==> config.mk <==
export PLATFORM = sky130hd
export DESIGN_NAME = pipeline_ctrl
export DESIGN_NICKNAME = d
export VERILOG_FILES = /design/src/rtl/cpu_ctrl_pkg.sv /design/src/rtl/stall_wdog.sv /design/src/rtl/pipeline_ctrl.sv
export SDC_FILE = /design/constraint.sdc
export NUM_CORES = 1
export LEC_CHECK = 0
export ABC_CLOCK_PERIOD_IN_PS = 2200
export CORE_AREA = 2 2 77 79
export DETAILED_ROUTE_END_ITERATION = 10
export DIE_AREA = 0 0 79 81
export PLACE_DENSITY = 0.79
export SLEW_MARGIN = 10
export SYNTH_ARGS = -nofsm -noshare
export SYNTH_HDL_FRONTEND = slang
export SYNTH_SLANG_ARGS = --single-unit
==> constraint.sdc <==
create_clock -name clk -period 2.2 [get_ports clk]
set_input_delay 0.44 -clock clk [delete_from_list [all_inputs] [get_ports clk]]
set_output_delay 0.44 -clock clk [all_outputs]
set_load 0.05 [all_outputs]
==> src/rtl/cpu_ctrl_pkg.sv <==
// Shared constants and types for the pipeline stall/flush controller.
// Stall masks are indexed [0]PC [1]IF [2]ID [3]EX [4]MEM [5]WB, 1 = stop.
package cpu_ctrl_pkg;

  localparam logic STOP   = 1'b1;
  localparam logic NOSTOP = 1'b0;

  localparam logic [5:0] STALL_NONE = 6'b000000;
  localparam logic [5:0] STALL_ID   = 6'b000111;
  localparam logic [5:0] STALL_EX   = 6'b001111;
  localparam logic [5:0] STALL_MEM  = 6'b011111;

  localparam logic [31:0] ERET_CODE_DEF  = 32'h0000_000E;
  localparam logic [31:0] EXC_VECTOR_DEF = 32'h0000_0020;

  typedef enum logic [0:0] {StRun, StPend} ctrl_state_e;

  // The deepest requesting stage wins: it must also hold every stage in front of it.
  function automatic logic [5:0] merge_stall(input logic id, input logic ex, input logic mem);
    logic [5:0] mask;
    if (mem) begin
      mask = STALL_MEM;
    end else if (ex) begin
      mask = STALL_EX;
    end else if (id) begin
      mask = STALL_ID;
    end else begin
      mask = STALL_NONE;
    end
    return mask;
  endfunction

endpackage

==> src/rtl/stall_wdog.sv <==
// Stall watchdog: saturating count of consecutive stalled cycles with a sticky timeout flag.
// Only instantiated when STALL_WDOG_EN is defined.
module stall_wdog #(
  parameter int unsigned WdogCycles = 1024
) (
  input  logic clk_i,
  input  logic rst_ni,
  input  logic stall_i,
  input  logic clr_i,
  output logic timeout_o
);

  localparam int unsigned CntW = $clog2(WdogCycles + 1);
  localparam logic [CntW-1:0] CntMax = CntW'(WdogCycles);

  logic [CntW-1:0] stall_cnt_d, stall_cnt_q;
  logic            timeout_d, timeout_q;

  always_comb begin
    stall_cnt_d = stall_cnt_q;
    if (!stall_i) begin
      stall_cnt_d = '0;
    end else if (stall_cnt_q != CntMax) begin
      stall_cnt_d = stall_cnt_q + 1'b1;
    end

    // Set only on the cycle the limit is reached, so a clear while saturated sticks.
    timeout_d = timeout_q;
    if (clr_i) begin
      timeout_d = 1'b0;
    end else if ((stall_cnt_d == CntMax) && (stall_cnt_q != CntMax)) begin
      timeout_d = 1'b1;
    end
  end

  always_ff @(posedge clk_i or negedge rst_ni) begin
    if (!rst_ni) begin
      stall_cnt_q <= '0;
      timeout_q   <= 1'b0;
    end else begin
      stall_cnt_q <= stall_cnt_d;
      timeout_q   <= timeout_d;
    end
  end

  assign timeout_o = timeout_q;

endmodule

==> src/rtl/pipeline_ctrl.sv <==
// Pipeline stall/flush producer: merges stage stall requests and redirects on exceptions/ERET.
// Optional STALL_WDOG_EN adds a consecutive-stall watchdog (wdog_clr_i / wdog_timeout_o).
module pipeline_ctrl
  import cpu_ctrl_pkg::*;
#(
  parameter logic [31:0] EXC_VECTOR  = EXC_VECTOR_DEF,
  parameter logic [31:0] ERET_CODE   = ERET_CODE_DEF
`ifdef STALL_WDOG_EN
  ,
  parameter int unsigned WDOG_CYCLES = 1024
`endif
) (
  input  logic        clk,
  input  logic        rst_n,
  input  logic        stallreq_id_i,
  input  logic        stallreq_ex_i,
  input  logic        stallreq_mem_i,
  input  logic [31:0] excepttype_i,
  input  logic [31:0] cp0_epc_i,
  output logic [5:0]  stall_o,
  output logic        flush_o,
  output logic [31:0] new_pc_o
`ifdef STALL_WDOG_EN
  ,
  input  logic        wdog_clr_i,
  output logic        wdog_timeout_o
`endif
);

  ctrl_state_e state_d, state_q;
  logic [31:0] pend_pc_d, pend_pc_q;
  logic [31:0] target;
  logic [5:0]  stall;
  logic        flush;
  logic [31:0] new_pc;

  always_comb begin
    state_d   = state_q;
    pend_pc_d = pend_pc_q;
    flush     = 1'b0;
    new_pc    = '0;
    stall     = merge_stall(stallreq_id_i, stallreq_ex_i, stallreq_mem_i);
    target    = (excepttype_i == ERET_CODE) ? cp0_epc_i : EXC_VECTOR;

    unique case (state_q)
      StRun: begin
        if (excepttype_i != '0) begin
          if (stallreq_mem_i) begin
            // Bus still busy: park the target; the mem stall keeps MEM..PC held.
            pend_pc_d = target;
            state_d   = StPend;
          end else begin
            flush  = 1'b1;
            new_pc = target;
          end
        end
      end
      StPend: begin
        // The parked exception is the oldest; new exception inputs are ignored here.
        if (!stallreq_mem_i) begin
          flush   = 1'b1;
          new_pc  = pend_pc_q;
          state_d = StRun;
        end
      end
      default: state_d = StRun;
    endcase

    if (flush) begin
      stall = STALL_NONE;
    end
  end

  always_ff @(posedge clk or negedge rst_n) begin
    if (!rst_n) begin
      state_q   <= StRun;
      pend_pc_q <= '0;
    end else begin
      state_q   <= state_d;
      pend_pc_q <= pend_pc_d;
    end
  end

  // Outputs are combinational, so gate them while reset is held.
  assign stall_o  = rst_n ? stall  : STALL_NONE;
  assign flush_o  = rst_n ? flush  : 1'b0;
  assign new_pc_o = rst_n ? new_pc : '0;

`ifdef STALL_WDOG_EN
  stall_wdog #(
    .WdogCycles (WDOG_CYCLES)
  ) u_stall_wdog (
    .clk_i     (clk),
    .rst_ni    (rst_n),
    .stall_i   ((stall_o != STALL_NONE) && !flush_o),
    .clr_i     (wdog_clr_i),
    .timeout_o (wdog_timeout_o)
  );
`else
  // No watchdog in this build.
`endif

endmodule
==> metrics.md <==
| Metric | Value |
|---|---|
| Status | finished, violations left |
| Violated checks | setup timing |
| CTS tree | yes |
| Library cells used by synthesis | 25 |
| Detailed Route WL | 9250 um |
| Syn Nets | 322 |
| Starting Density | 38.9% |
| CP Capture Type | output pin |
| # diodes | 0 |
| Max Slew Vio Count | 0 |
| Grt ovf | 0 |
| Clock Path Buffers | 2 |
| Port buffer count | 106 |
| Clock sinks | 33 |
| # DRC | 0 |
| Share of layout cells above drive strength 1 | 44.8% |
| Worst Path Required | 1.76 ns |
| First-pass GRT wire length | 14,100 um |
| # rows | 28 |
| Yosys top cell area share | 37.4% |
| Total GRT Usage | 28.7% |
| Initial antenna violation count | 0 |
| Synthesized flop and latch total | 33 |
| Critical Path Fanout Max | 8 |
| Vias/cell | 5.85 |
| FMAX | 432 MHz |
| Fill cell count | 356 |
| Startpoint Class | input port |
| GPL Wtd Cong | 0.800 |
| P&R area growth vs syn | 104% |
| Die area | 0.00640 mm^2 |
| CTS H-tree depth | 2 |
| Setup WS post-layout | -0.113 ns |
| Die X | 79 um |
| Hold WS | 0.143 ns |
| Final setup fails | 29 |
| Most frequent cells in the layout | buf_12 (45), clkdlybuf4s50_1 (34), nand2_1 (33) |
| Syn Area/Cell | 8.72 um^2 |
| Post-Layout Cell Count | 450 |
| Num CTS Buffers | 5 |
| Total number of vias | 2,632 |
| RSZ-0062 raised after global routing | yes |
| Pwr Total | 1.43 mW |
| Clock-pin slew on the worst setup and hold paths | 0.08 ns |
| Crit share post-route | 105% |
| Core area | 0.00568 mm^2 |
| Worst vdd ir | 0.280 mV |
| Syn Std Cell Area | 0.00221 mm^2 |
| PD cells | 318 mW/mm^2 |
| Clk root buf | clkbuf_8 |
| Io pins | 108 |
| Area contributors post-synth | dfrtp_1 (37%), a22o_1 (12%), a21boi_0 (11%) |
| Max Cap Violations | 0 |
| Final Critical Period | 2.31 ns |
| Hpwl dp | 5380 um |
| CP Class | input port to output pin |
| YS warnings | 0 |
| Largest net degree at the start of global routing | 37 |
| Initial DRT Pass Iterations | 5 |
| Leak Pwr | 1.90 nW |
| Post-placement cell count | 428 |
| Skew final | 0.00569 ns |
| Most common cell after layout, fill and taps aside | buf_12 |
| Crit path arrival time | 1.87 ns |
| Hold bufs inserted after CTS | 0 |
| HP Class | input port to asynchronous set/reset pin |
| Synth area leader | dfrtp_1 |
| Height of the chip | 81 um |
| Initial DRC count | 208 |
| Wirelength per Cell | 20.6 um |
| Antenna Nets Post-Route | 0 |
| Later-pin clock latency in the skew report | 0.29 ns |
| Sequential area share after synthesis | 37.4% |
| Final hold vios | 0 |
| Nets@finish | 443 |
| Vias in the first global route | 2,753 |
| Post-Synthesis Cells | 253 |
-- per-layer routing --
layer	track usage, %	vias to the layer above	part of all wire, %
li1	-	1169	-
met1	33.6	1256	37
met2	49.8	171	52
met3	6.33	36	7.2
met4	14.1	0	3.9
met5	0	-	0
-- kinds of logic (layout without fill, tap and decap cells) --
| kind of cell | count (synthesis) | count (layout) | share of synthesized area, % |
|---|---|---|---|
| other | 1 | 1 | 0.170 |
| AOI/OAI and AO/OA | 69 | 69 | 25.7 |
| buffers and inverters | 33 | 155 | 9.18 |
| and+or+nand+nor | 117 | 117 | 27.6 |
| DFF | 33 | 33 | 37.4 |
-- cell usage after synthesis (all sizes together) --
library cell  count
and2              3
buf              18
nand3            31
o21bai            1
nor3              2
a311o             1
a21boi           31
a22oi             1
conb              1
o311a             1
a22o             31
nor4              6
nor2              3
dfrtp            33
a21oi             2
o31ai             1
inv               3
clkbuf           12
nand4b            1
nor2b             2
and4              3
nand2            34
and3             32
-- sequential cells by signal, summed over array words and instances, names as in the netlist --
signal and cells:
state_q 1, pend_pc_q 32
-- power by group --
| part | leakage (nW) | total (mW) | switching (mW) | internal (mW) |
|---|---|---|---|---|
| Combinational | 1.40 | 0.357 | 0.157 | 0.200 |
| Clock | 0.0439 | 0.466 | 0.247 | 0.218 |
| Sequential | 0.453 | 0.610 | 0.00230 | 0.607 |
-- critical path: stages --
cell and delay [ns]:
buf_6 0.09, nor4_4 0.27, and4_4 0.32, buf_12 0.14, buf_12 0.14, nand3_4 0.09, a21boi_4 0.21, buf_12 0.16
-- stage by stage --
step	utilization (%)	TNS, ns	setup slack (ns)	area (um^2)
global placement	69.2	-20.75	-0.460	3930
detailed placement	69.2	-22.16	-0.484	3930
global route	79.3	-3.31	-0.179	4500
finish	79.3	-1.22	-0.113	4500
CTS	75.9	-0.502	-0.0505	4310
floorplan	-	-0.190	-0.0948	2350
-- cell type report --
class                      count  area (um^2)  share of cell area [%]
multi-input combinational    187         1560                    34.7
clock buffer                   5         68.8                    1.53
clock inverter                 3         17.5                   0.389
timing repair buffer         144         1920                    42.7
tap                           75         93.8                    2.08
sequential                    33          827                    18.4
inverter                       3         11.3                   0.250
-- path summary, 6_finish.rpt --
kind | startpoint | to | slack, ns | cells past startpoint
hold / removal | rst_n | pend_pc_q[31] | 0.14 | 2
setup / recovery | excepttype_i[0] | new_pc_o[9] | -0.11 | 8
max in group asynchronous | rst_n | pend_pc_q[19] | 1.89 | 2
setup reg to reg | state_q | pend_pc_q[7] | 0.62 | 4
min in group clk | pend_pc_q[14] | pend_pc_q[14] | 0.51 | 1
hold reg to reg | pend_pc_q[14] | pend_pc_q[14] | 0.51 | 1
-- repair_timing --
item,CTS,global route
cloned,7,0
endpoints found under the setup margin,37,37
setup buffers,3,4
pin swaps,38,22
gates resized for setup,130,31
Power figures use the tool's default switching activity.
